==> src/rtl/edge_scan_ctrl_if.sv <==
// Readout stream between the edge-scan sequencer and the host-side path.
// No storage here; latency is whatever the producer adds.
// Valid/ready: the master holds data and index stable until ready is seen.
interface edge_scan_ctrl_if;
  logic [31:0] out_data;
  logic [6:0]  out_idx;
  logic        out_valid;
  logic        out_ready;

  modport master (
    output out_data,
    output out_idx,
    output out_valid,
    input  out_ready
  );

  modport slave (
    input  out_data,
    input  out_idx,
    input  out_valid,
    output out_ready
  );
endinterface

==> src/rtl/edge_scan_ctrl.sv <==
// Walks the 128-word sticky edge-mask readout mux and streams each word out, optional zero skip and post-scan clear.
// Start to first valid in 2 cycles; 2 cycles per emitted word, 1 per skipped word, CLR_CYCLES extra for clear.
// Stalls in OUT while out_ready is low with data/index held; abort or reset are the only ways to drop a word.
module edge_scan_ctrl #(
  parameter int unsigned CLR_CYCLES = 2
) (
  input  logic                   CLK,
  input  logic                   RST_n,
  input  logic                   start,
  input  logic                   skip_zero,
  input  logic                   clr_after,
  input  logic                   abort,
  output logic [2:0]             sel1,
  output logic [7:0]             sel2,
  input  logic [31:0]            result_imp,
  output logic                   acc_clr_n,
  edge_scan_ctrl_if.master       rd,
  output logic                   busy,
  output logic                   done,
  output logic [7:0]             nz_cnt
);

  // Down-counter load value: CLR counts CLR_CYCLES-1 down to 0 inclusive.
  localparam logic [3:0] CLR_LOAD = 4'(CLR_CYCLES - 1);
  localparam logic [6:0] LAST_IDX = 7'd127;

  // The END decision from the scan description takes no cycle, so it is
  // folded into the SEL/OUT transitions rather than given its own state.
  typedef enum logic [2:0] {
    S_IDLE = 3'd0,
    S_SEL  = 3'd1,
    S_OUT  = 3'd2,
    S_CLR  = 3'd3,
    S_DONE = 3'd4
  } state_t;

  state_t      state_q, state_d;
  logic [6:0]  idx_q, idx_d;
  logic [7:0]  nz_q, nz_d;
  logic        skip_q, skip_d;
  logic        clr_q, clr_d;
  logic [3:0]  clr_cnt_q, clr_cnt_d;
  logic [31:0] data_q;
  logic [6:0]  oidx_q;
  logic        cap;
  logic        end_scan;

  // State register; reset lands in IDLE so no clear is ever issued by a reset.
  always_ff @(posedge CLK) begin
    if (!RST_n) begin
      state_q <= S_IDLE;
    end else begin
      state_q <= state_d;
    end
  end

  // Next-state and datapath control; abort overrides every other transition.
  always_comb begin
    state_d   = state_q;
    idx_d     = idx_q;
    nz_d      = nz_q;
    skip_d    = skip_q;
    clr_d     = clr_q;
    clr_cnt_d = clr_cnt_q;
    cap       = 1'b0;
    end_scan  = 1'b0;

    case (state_q)
      S_IDLE: begin
        if (start && !abort) begin
          skip_d  = skip_zero;
          clr_d   = clr_after;
          idx_d   = 7'd0;
          nz_d    = 8'd0;
          state_d = S_SEL;
        end
      end
      S_SEL: begin
        // The select lines were registered last cycle, so result_imp is settled.
        cap = 1'b1;
        if (skip_q && (result_imp == 32'd0)) begin
          if (idx_q == LAST_IDX) begin
            end_scan = 1'b1;
          end else begin
            idx_d = idx_q + 7'd1;
          end
        end else begin
          state_d = S_OUT;
        end
      end
      S_OUT: begin
        if (rd.out_ready) begin
          nz_d = nz_q + 8'd1;
          if (idx_q == LAST_IDX) begin
            end_scan = 1'b1;
          end else begin
            idx_d   = idx_q + 7'd1;
            state_d = S_SEL;
          end
        end
      end
      S_CLR: begin
        if (clr_cnt_q == 4'd0) begin
          state_d = S_DONE;
        end else begin
          clr_cnt_d = clr_cnt_q - 4'd1;
        end
      end
      S_DONE: begin
        state_d = S_IDLE;
      end
      default: begin
        state_d = S_IDLE;
      end
    endcase

    if (end_scan) begin
      if (clr_q) begin
        state_d   = S_CLR;
        clr_cnt_d = CLR_LOAD;
      end else begin
        state_d = S_DONE;
      end
    end

    // A word in flight when abort arrives is not counted, even if ready was high.
    if (abort && (state_q != S_IDLE)) begin
      state_d = S_IDLE;
      nz_d    = nz_q;
      idx_d   = idx_q;
    end
  end

  // Scan counter, select lines, latched modes and the captured output word.
  always_ff @(posedge CLK) begin
    if (!RST_n) begin
      idx_q     <= 7'd0;
      sel1      <= 3'd0;
      sel2      <= 8'd0;
      nz_q      <= 8'd0;
      skip_q    <= 1'b0;
      clr_q     <= 1'b0;
      clr_cnt_q <= 4'd0;
      data_q    <= 32'd0;
      oidx_q    <= 7'd0;
    end else begin
      idx_q     <= idx_d;
      // Registered from idx_d so the mux already shows the new word in SEL.
      sel1      <= idx_d[6:4];
      sel2      <= {4'b0000, idx_d[3:0]};
      nz_q      <= nz_d;
      skip_q    <= skip_d;
      clr_q     <= clr_d;
      clr_cnt_q <= clr_cnt_d;
      if (cap) begin
        data_q <= result_imp;
        oidx_q <= idx_q;
      end
    end
  end

  assign rd.out_valid = (state_q == S_OUT);
  assign rd.out_data  = data_q;
  assign rd.out_idx   = oidx_q;
  assign busy         = (state_q != S_IDLE);
  assign done         = (state_q == S_DONE);
  assign acc_clr_n    = (state_q != S_CLR);
  assign nz_cnt       = nz_q;

  // A stalled word must stay put until accepted or the scan is abandoned.
  a_stall_hold: assert property (@(posedge CLK) disable iff (!RST_n)
    (state_q == S_OUT && !rd.out_ready && !abort) |=>
    (state_q == S_OUT && $stable(data_q) && $stable(oidx_q)));

  // The mux selects always mirror the word counter.
  a_sel_map: assert property (@(posedge CLK)
    ({sel1, sel2[3:0]} == idx_q) && (sel2[7:4] == 4'd0));

endmodule
==> src/flat_wrapper.sv <==
// flat-port wrapper written by rule: the top's interface ports become plain ports
module edge_scan_ctrl_flat 
#(
  parameter int unsigned CLR_CYCLES = 2
)
  (CLK, RST_n, start, skip_zero, clr_after, abort, sel1, sel2, result_imp, acc_clr_n, busy, done, nz_cnt, rd_out_data, rd_out_idx, rd_out_valid, rd_out_ready);
  edge_scan_ctrl_if rd_i ();
  input  logic CLK;
  input  logic RST_n;
  input  logic start;
  input  logic skip_zero;
  input  logic clr_after;
  input  logic abort;
  output logic [2:0] sel1;
  output logic [7:0] sel2;
  input  logic [31:0] result_imp;
  output logic acc_clr_n;
  output logic busy;
  output logic done;
  output logic [7:0] nz_cnt;
  output wire logic [$bits(rd_i.out_data)-1:0] rd_out_data;
  output wire logic [$bits(rd_i.out_idx)-1:0] rd_out_idx;
  output wire logic [$bits(rd_i.out_valid)-1:0] rd_out_valid;
  input wire logic [$bits(rd_i.out_ready)-1:0] rd_out_ready;
  assign rd_out_data = rd_i.out_data;
  assign rd_out_idx = rd_i.out_idx;
  assign rd_out_valid = rd_i.out_valid;
  assign rd_i.out_ready = rd_out_ready;
  edge_scan_ctrl #(.CLR_CYCLES(CLR_CYCLES)) u_core (.CLK(CLK), .RST_n(RST_n), .start(start), .skip_zero(skip_zero), .clr_after(clr_after), .abort(abort), .sel1(sel1), .sel2(sel2), .result_imp(result_imp), .acc_clr_n(acc_clr_n), .rd(rd_i), .busy(busy), .done(done), .nz_cnt(nz_cnt));
endmodule
==> config.mk <==
export PLATFORM = sky130hd
export DESIGN_NAME = edge_scan_ctrl_flat
export DESIGN_NICKNAME = d
export VERILOG_FILES = /design/src/rtl/edge_scan_ctrl_if.sv /design/src/rtl/edge_scan_ctrl.sv /design/src/flat_wrapper.sv
export SDC_FILE = /design/constraint.sdc
export NUM_CORES = 1
export LEC_CHECK = 0
export ABC_AREA = 1
export BUFFER_PORTS_ARGS = -buffer_cell sky130_fd_sc_hd__buf_4
export CAP_MARGIN = 0
export CORE_ASPECT_RATIO = 0.75
export CORE_MARGIN = 2
export CORE_UTILIZATION = 46
export CTS_CLUSTER_DIAMETER = 80
export DETAILED_ROUTE_END_ITERATION = 8
export GPL_ROUTABILITY_DRIVEN = 0
export GPL_TIMING_DRIVEN = 0
export PLACE_DENSITY = 0.73
export REMOVE_ABC_BUFFERS = 1
export SKIP_CTS_REPAIR_TIMING = 1
export SLEW_MARGIN = 40
export SYNTH_ARGS = -nofsm -noshare
export SYNTH_HDL_FRONTEND = slang
export SYNTH_SLANG_ARGS = --single-unit
==> constraint.sdc <==
create_clock -name CLK -period 2.9 [get_ports CLK]
set_input_delay 0.145 -clock CLK [delete_from_list [all_inputs] [get_ports CLK]]
set_output_delay 0.145 -clock CLK [all_outputs]
set_load 0.005 [all_outputs]
==> impl_metrics.py, run 1 <==
metrics = {
    "critical_path": {
        "critPathTopFamily": "buffers and inverters",
        "worstPathRequired_ns": 3.10,
        "crit_type": "reg -> reg",
        "cp_slowest_cell": "inv_6",
        "cp.arrival_ns": 2.50,
        "cp-start-kind": "flop",
        "critPathMaxStageDelay_ns": 0.44,
        "worstPathCellList": "inv_2, nand3_4, inv_6, o21ai_0, inv_2, nand2_1, nand2_1, a21oi_1",
        "crit_fanout": 51,
        "critPathBufInv": 3,
        "cp-end-kind": "flop",
    },
    "global_routing": {
        "grt_pass1_vias": 3048,
        "grt_max_degree": 52,
        "grt_pass1_wl_mm": 14.0,
        "grt_usage_pct": 23.5,
        "grt_remaining_overflow": 0,
        "antenna_found_initial": 0,
    },
    "floorplanning": {
        "die_h_um": 75.4,
        "rows": 25,
        "io_pins": 101,
        "core-area_sq_um": 6440,
        "die_w_um": 99.2,
        "initial_core_util_pct": 48.5,
        "dieArea_sq_um": 7470,
    },
    "sta": {
        "setup_viol": 0,
        "tightest_slew_ns": 0.698,
        "fin_skew_ns": 0.00835,
        "worst_slack_ns": 0.606,
        "layout_min_cycle_time_ns": 2.29,
        "drv_slew": 0,
        "slew-limit-headroom_pct": 53.1,
        "fmax_ghz": 0.436,
        "finalCritPeriodShare_pct": 79.1,
        "final_hold_viol_count": 0,
        "rsz0062_at_grt": "false",
    },
    "final_layout": {
        "antenna_cells": 0,
        "filler_cell_count": 624,
        "drive_gt1_share_pct": 22.9,
        "syn_to_final_growth_pct": 30.1,
        "finalInstanceArea_sq_um": 4060,
        "fin_nets": 604,
        "post-route-util_pct": 63.1,
    },
    "clocking": {
        "cts_max_path_buffers": 2,
        "cts-root-buf": "clkbuf_8",
        "clkTransAtPathRegs_ns": 0.07,
        "htreeDepth": 3,
        "cts_tree": "yes",
        "clkLatencyLatePin_ns": 0.35,
        "cts_made_buffers": 9,
        "cts_sinks": 63,
    },
    "pwr": {
        "p_leak_uw": 0.00183,
        "ir_worst_vdd_uv": 291,
        "power_uw": 2350,
        "p_per_area_nw_per_um2": 578,
    },
    "synth": {
        "syn_inst": 469,
        "ys_seq_elements": 63,
        "ys_seq_area_share_pct": 40.4,
        "postSynthAreaPerCell_sq_um": 6.66,
        "synth_area_sq_um": 3120,
        "synth.distinct_cells": 35,
        "synthArstFlopShare_pct": 0,
        "yosys_warnings": 0,
        "synth_edf_count": 0,
        "ys_dominant_reg_cell": "dfxtp_1",
    },
    "run": {
        "maxCapViolations": 0,
    },
    "route": {
        "post_drt_via_cell_ratio": 5.09,
        "ant_nets": 0,
        "dr_total_vias": 3300,
        "drt_pass1_iterations": 5,
        "wire_per_inst_um": 13.1,
        "drc": 0,
        "drt_iter0_drc": 176,
        "totalWireLength_mm": 8.49,
    },
    "placement": {
        "dpl.hpwl_mm": 6.08,
        "placed_area_sq_um": 3870,
        "port_buffers": 96,
        "pre_cts_slack_ns": -0.113,
    },
    "outcome": {
        "status": "finished, final reports clean",
    },
    "hold_path": {
        "min_path_type": "in -> reg",
    },
}
## worst paths after layout
check	from	to	slack [ns]	depth (start not counted)
max	u_core.state_q[1]	u_core.idx_q[5]	0.61	8
min	clr_after	u_core.clr_q	0.02	3
max reg2reg	u_core.state_q[1]	u_core.idx_q[5]	0.61	8
min reg2reg	u_core.rd.out_data[5]	u_core.rd.out_data[5]	0.47	2
## where the power goes
part | internal, uW | switching (uW) | leakage, uW
Sequential | 955 | 61.3 | 0.000512
Combinational | 255 | 386 | 0.00123
Clock | 354 | 339 | 0.0000894
Total | 1560 | 787 | 0.00183
## worst min-delay path: stages
cell and delay [ns]:
buf_4 0.08, nor2_1 0.03, nor2_1 0.08
## layout make-up
type	instances	area (sq um)	area share, %
Tap cell	81	101	2.49
Inverter	45	180	4.43
Clock inverter	3	17.5	0.431
Clock buffer	13	159	3.91
Multi-Input combinational cell	347	1620	40.0
Sequential cell	63	1260	31.0
Timing Repair Buffer	96	721	17.7
## synth_stat cells (2+ instances only)
| master | instances | area [sq um] |
|---|---|---|
| nand2_1 | 156 | 586 |
| dfxtp_1 | 63 | 1260 |
| a21oi_1 | 61 | 305 |
| nor2_1 | 50 | 188 |
| inv_1 | 39 | 146 |
| o21ai_0 | 16 | 80.1 |
| nand3_1 | 13 | 65.1 |
| nand4_1 | 9 | 56.3 |
| nor3_1 | 9 | 45.0 |
| clkbuf_1 | 8 | 30.0 |
| buf_2 | 4 | 20.0 |
| buf_4 | 4 | 30.0 |
| ha_1 | 3 | 37.5 |
| inv_2 | 3 | 11.3 |
| nand2_4 | 3 | 33.8 |
| nor2_2 | 3 | 18.8 |
| xor2_1 | 3 | 26.3 |
| a211oi_1 | 2 | 15.0 |
| inv_4 | 2 | 12.5 |
| nor3_2 | 2 | 20.0 |
| o21ai_1 | 2 | 10.0 |
## layer usage
metal | global-route usage [%] | wire length (um) | vias to the layer above | share of wire (%)
li1 | - | - | 1689 | -
met1 | 30.6 | 3940 | 1493 | 46
met5 | 0 | 0 | - | 0
met2 | 38.6 | 3870 | 109 | 46
met4 | 5.94 | 80 | 0 | 0.94
met3 | 7.80 | 602 | 9 | 7.1
## cell families after synthesis
family	synth area share, %
xor+xnor	0.841
simple gates	35.0
buf+inv	8.25
flops	40.4
fa+ha+maj	1.20
mux	0.360
compound gates	13.8
other cells	0.120
## through the flow
stage | TNS (ns) | instances | hold slack [ns]
4_1_cts | -0.915 | 648 | 0.0134
5_1_grt | 0 | 648 | 0.0108
6_report | 0 | 648 | 0.0216
3_5_place_dp | -0.665 | 632 | 0.378
3_3_place_gp | -1.27 | 632 | 0.373
2_1_floorplan | 0 | 455 | 0.280
## flip-flops by register name, summed over array words and instances, names as in the netlist
name,flops
u_core.clr_q,1
u_core.nz_cnt,8
u_core.idx_q,7
u_core.rd.out_data,32
u_core.state_q,3
u_core.skip_q,1
u_core.clr_cnt_q,4
u_core.rd.out_idx,7
## placed cells by master (no fill, tap or decap), drive strengths merged, types with 2 or more instances in the layout
cell / Yosys / layout
nand2: 160 / 160
buf: 9 / 96
dfxtp: 63 / 63
a21oi: 61 / 61
nor2: 55 / 55
inv: 44 / 44
o21ai: 18 / 18
nand3: 14 / 14
clkbuf: 8 / 13
nor3: 11 / 11
nand4: 10 / 10
conb: 1 / 4
clkinv: 1 / 3
xor2: 3 / 3
ha: 3 / 3
a211oi: 2 / 2
No activity file was read; power rests on OpenSTA's default activity.
==> run 2, diff against run 1 <==
- ABC_AREA: 1 -> 0
- PLACE_DENSITY: 0.73 -> 0.74
- clock period: 2.9 -> 2.3 ns (I/O delays scaled with it)
==> impl_metrics.py, run 2 <==
metrics = {
    "outcome": {
        "status": "finished, final reports clean",
    },
    "sta": {
        "slew-limit-headroom_pct": 48.6,
        "final_hold_viol_count": 0,
        "drv_slew": 0,
        "worst_slack_ns": 0.158,
        "fmax_ghz": 0.467,
        "finalCritPeriodShare_pct": 93.1,
        "tightest_slew_ns": 0.769,
        "tns_ns": 0,
        "fin_skew_ns": 0.00757,
        "rsz0062_at_grt": "false",
        "hold-worst-slack_ns": 0.00528,
        "layout_min_cycle_time_ns": 2.14,
        "setup_viol": 0,
    },
    "final_layout": {
        "fin_nets": 498,
        "antenna_cells": 0,
        "filler_cell_count": 567,
        "drive_gt1_share_pct": 28.2,
        "mostFrequentLayoutCell": "buf_4",
        "layout.cells.most_common_list": "buf_4 (98), nand2_1 (91), dfxtp_1 (63)",
        "largest_reg_flops": 32,
        "syn_to_final_growth_pct": 30.6,
        "final_cells": 542,
    },
    "synth": {
        "synth.distinct_cells": 59,
        "synthArstFlopShare_pct": 0,
        "synth_edf_count": 0,
        "synth_area_sq_um": 2930,
        "netlist_top_cells_area": "dfxtp_1 (43%), nand2_1 (12%), a21oi_1 (8.7%)",
        "yosys-top-cells-count": "nand2_1 (92), dfxtp_1 (63), a21oi_1 (51)",
        "ys_seq_elements": 63,
        "synth_top_cell_by_area": "dfxtp_1",
        "ys_dominant_reg_cell": "dfxtp_1",
        "synth.most_common_cell": "nand2_1",
        "yosys_warnings": 0,
        "syn_inst": 370,
        "ys_seq_area_share_pct": 43.1,
        "postSynthAreaPerCell_sq_um": 7.91,
        "synth_top_area_share_pct": 43.1,
    },
    "route": {
        "dr_total_vias": 2841,
        "drc": 0,
        "totalWireLength_mm": 7.46,
        "drt_iter0_drc": 201,
        "ant_nets": 0,
        "wire_per_inst_um": 13.8,
        "drt_pass1_iterations": 4,
        "post_drt_via_cell_ratio": 5.24,
    },
    "critical_path": {
        "cp-start-kind": "flop",
        "crit_fanout": 9,
        "cp.arrival_ns": 2.42,
        "worstPathRequired_ns": 2.57,
        "crit_type": "reg -> reg",
        "cp-end-kind": "flop",
    },
    "clocking": {
        "cts_sinks": 63,
        "cts_tree": "yes",
        "htreeDepth": 3,
        "clkLatencyLatePin_ns": 0.34,
        "cts_max_path_buffers": 2,
        "cts_made_buffers": 9,
        "clkTransAtPathRegs_ns": 0.08,
        "cts-root-buf": "clkbuf_8",
    },
    "run": {
        "maxCapViolations": 0,
    },
    "global_routing": {
        "grt_usage_pct": 21.3,
        "grt_pass1_vias": 2489,
        "grt_remaining_overflow": 0,
        "antenna_found_initial": 0,
        "grt_pass1_wl_mm": 11.6,
        "grt_max_degree": 51,
    },
    "floorplanning": {
        "die_h_um": 73.1,
        "io_pins": 101,
        "rows": 25,
        "core-area_sq_um": 6220,
        "dieArea_sq_um": 7020,
        "initial_core_util_pct": 47.0,
        "die_w_um": 96.1,
    },
    "placement": {
        "pre_cts_slack_ns": -0.0800,
        "dpl.hpwl_mm": 5.09,
        "dp.cells": 524,
        "port_buffers": 96,
    },
    "hold_path": {
        "min_path_type": "in -> reg",
    },
    "pwr": {
        "ir_worst_vdd_uv": 364,
        "p_leak_uw": 0.00158,
        "p_per_area_nw_per_um2": 582,
    },
}
## run 2: cell count changes after synthesis, moves of 5 or more
cell,before,now
a21oi_1,61,51
mux2i_1,0,5
o21ai_0,16,8
nor4_1,0,8
inv_1,39,7
buf_2,4,9
and3_1,1,7
nor2_1,50,24
nor3_1,9,4
nand3_1,13,6
nand2_1,156,92
## run 2: logic make-up after synthesis
kind of cell    share of synthesized area, %
xor+xnor                                2.09
other cells                            0.128
flops                                   43.1
simple gates                            27.7
mux                                     1.71
compound gates                          17.9
fa+ha+maj                               1.67
buf+inv                                 5.77
## run 2: layer usage
layer  GRT usage [%]  vias up  share of wire (%)
met4            8.57        0                1.5
met1            28.3     1297                 47
met5               0        -                  0
met3            5.37       11                5.2
met2            33.2       84                 46
li1                -     1449                  -
## run 2: per-stage QoR
stage               power (uW)  utilization, %  area (sq um)
floorplan                 1260               -          2800
global placement          1390            58.2          3620
detailed placement        1400            58.3          3630
CTS                       2240            61.0          3800
global route              2320            61.4          3820
finish                    2220            61.4          3820
## run 2: final cells by class
type	instances	area, sq um	share of cell area [%]
Clock buffer	9	124	3.24
Clock inverter	7	47.5	1.24
Inverter	8	32.5	0.851
Multi-Input combinational cell	276	1520	39.8
Sequential cell	63	1260	33.0
Tap cell	81	101	2.65
Timing Repair Buffer	98	736	19.3
## run 2: where the power goes
part           switching (uW)  internal [uW]
registers                20.2           1120
logic                     127            112
clock network             461            390
## run 2: worst max-delay path, stage by stage (launching register included)
cell	delay, ns
dfxtp_1	0.37
ha_1	0.30
nand2_1	0.10
or2_0	0.47
and2_1	0.28
or4b_1	0.46
o21ai_1	0.09
## run 2: final timing paths
kind / depth (start not counted) / endpoint / start / slack (ns)
setup / recovery: 6 / u_core.idx_q[0] / u_core.idx_q[0] / 0.16
hold / removal: 3 / u_core.clr_q / clr_after / 0.005
setup reg to reg: 6 / u_core.idx_q[0] / u_core.idx_q[0] / 0.16
hold reg to reg: 2 / u_core.rd.out_idx[6] / u_core.rd.out_idx[6] / 0.45
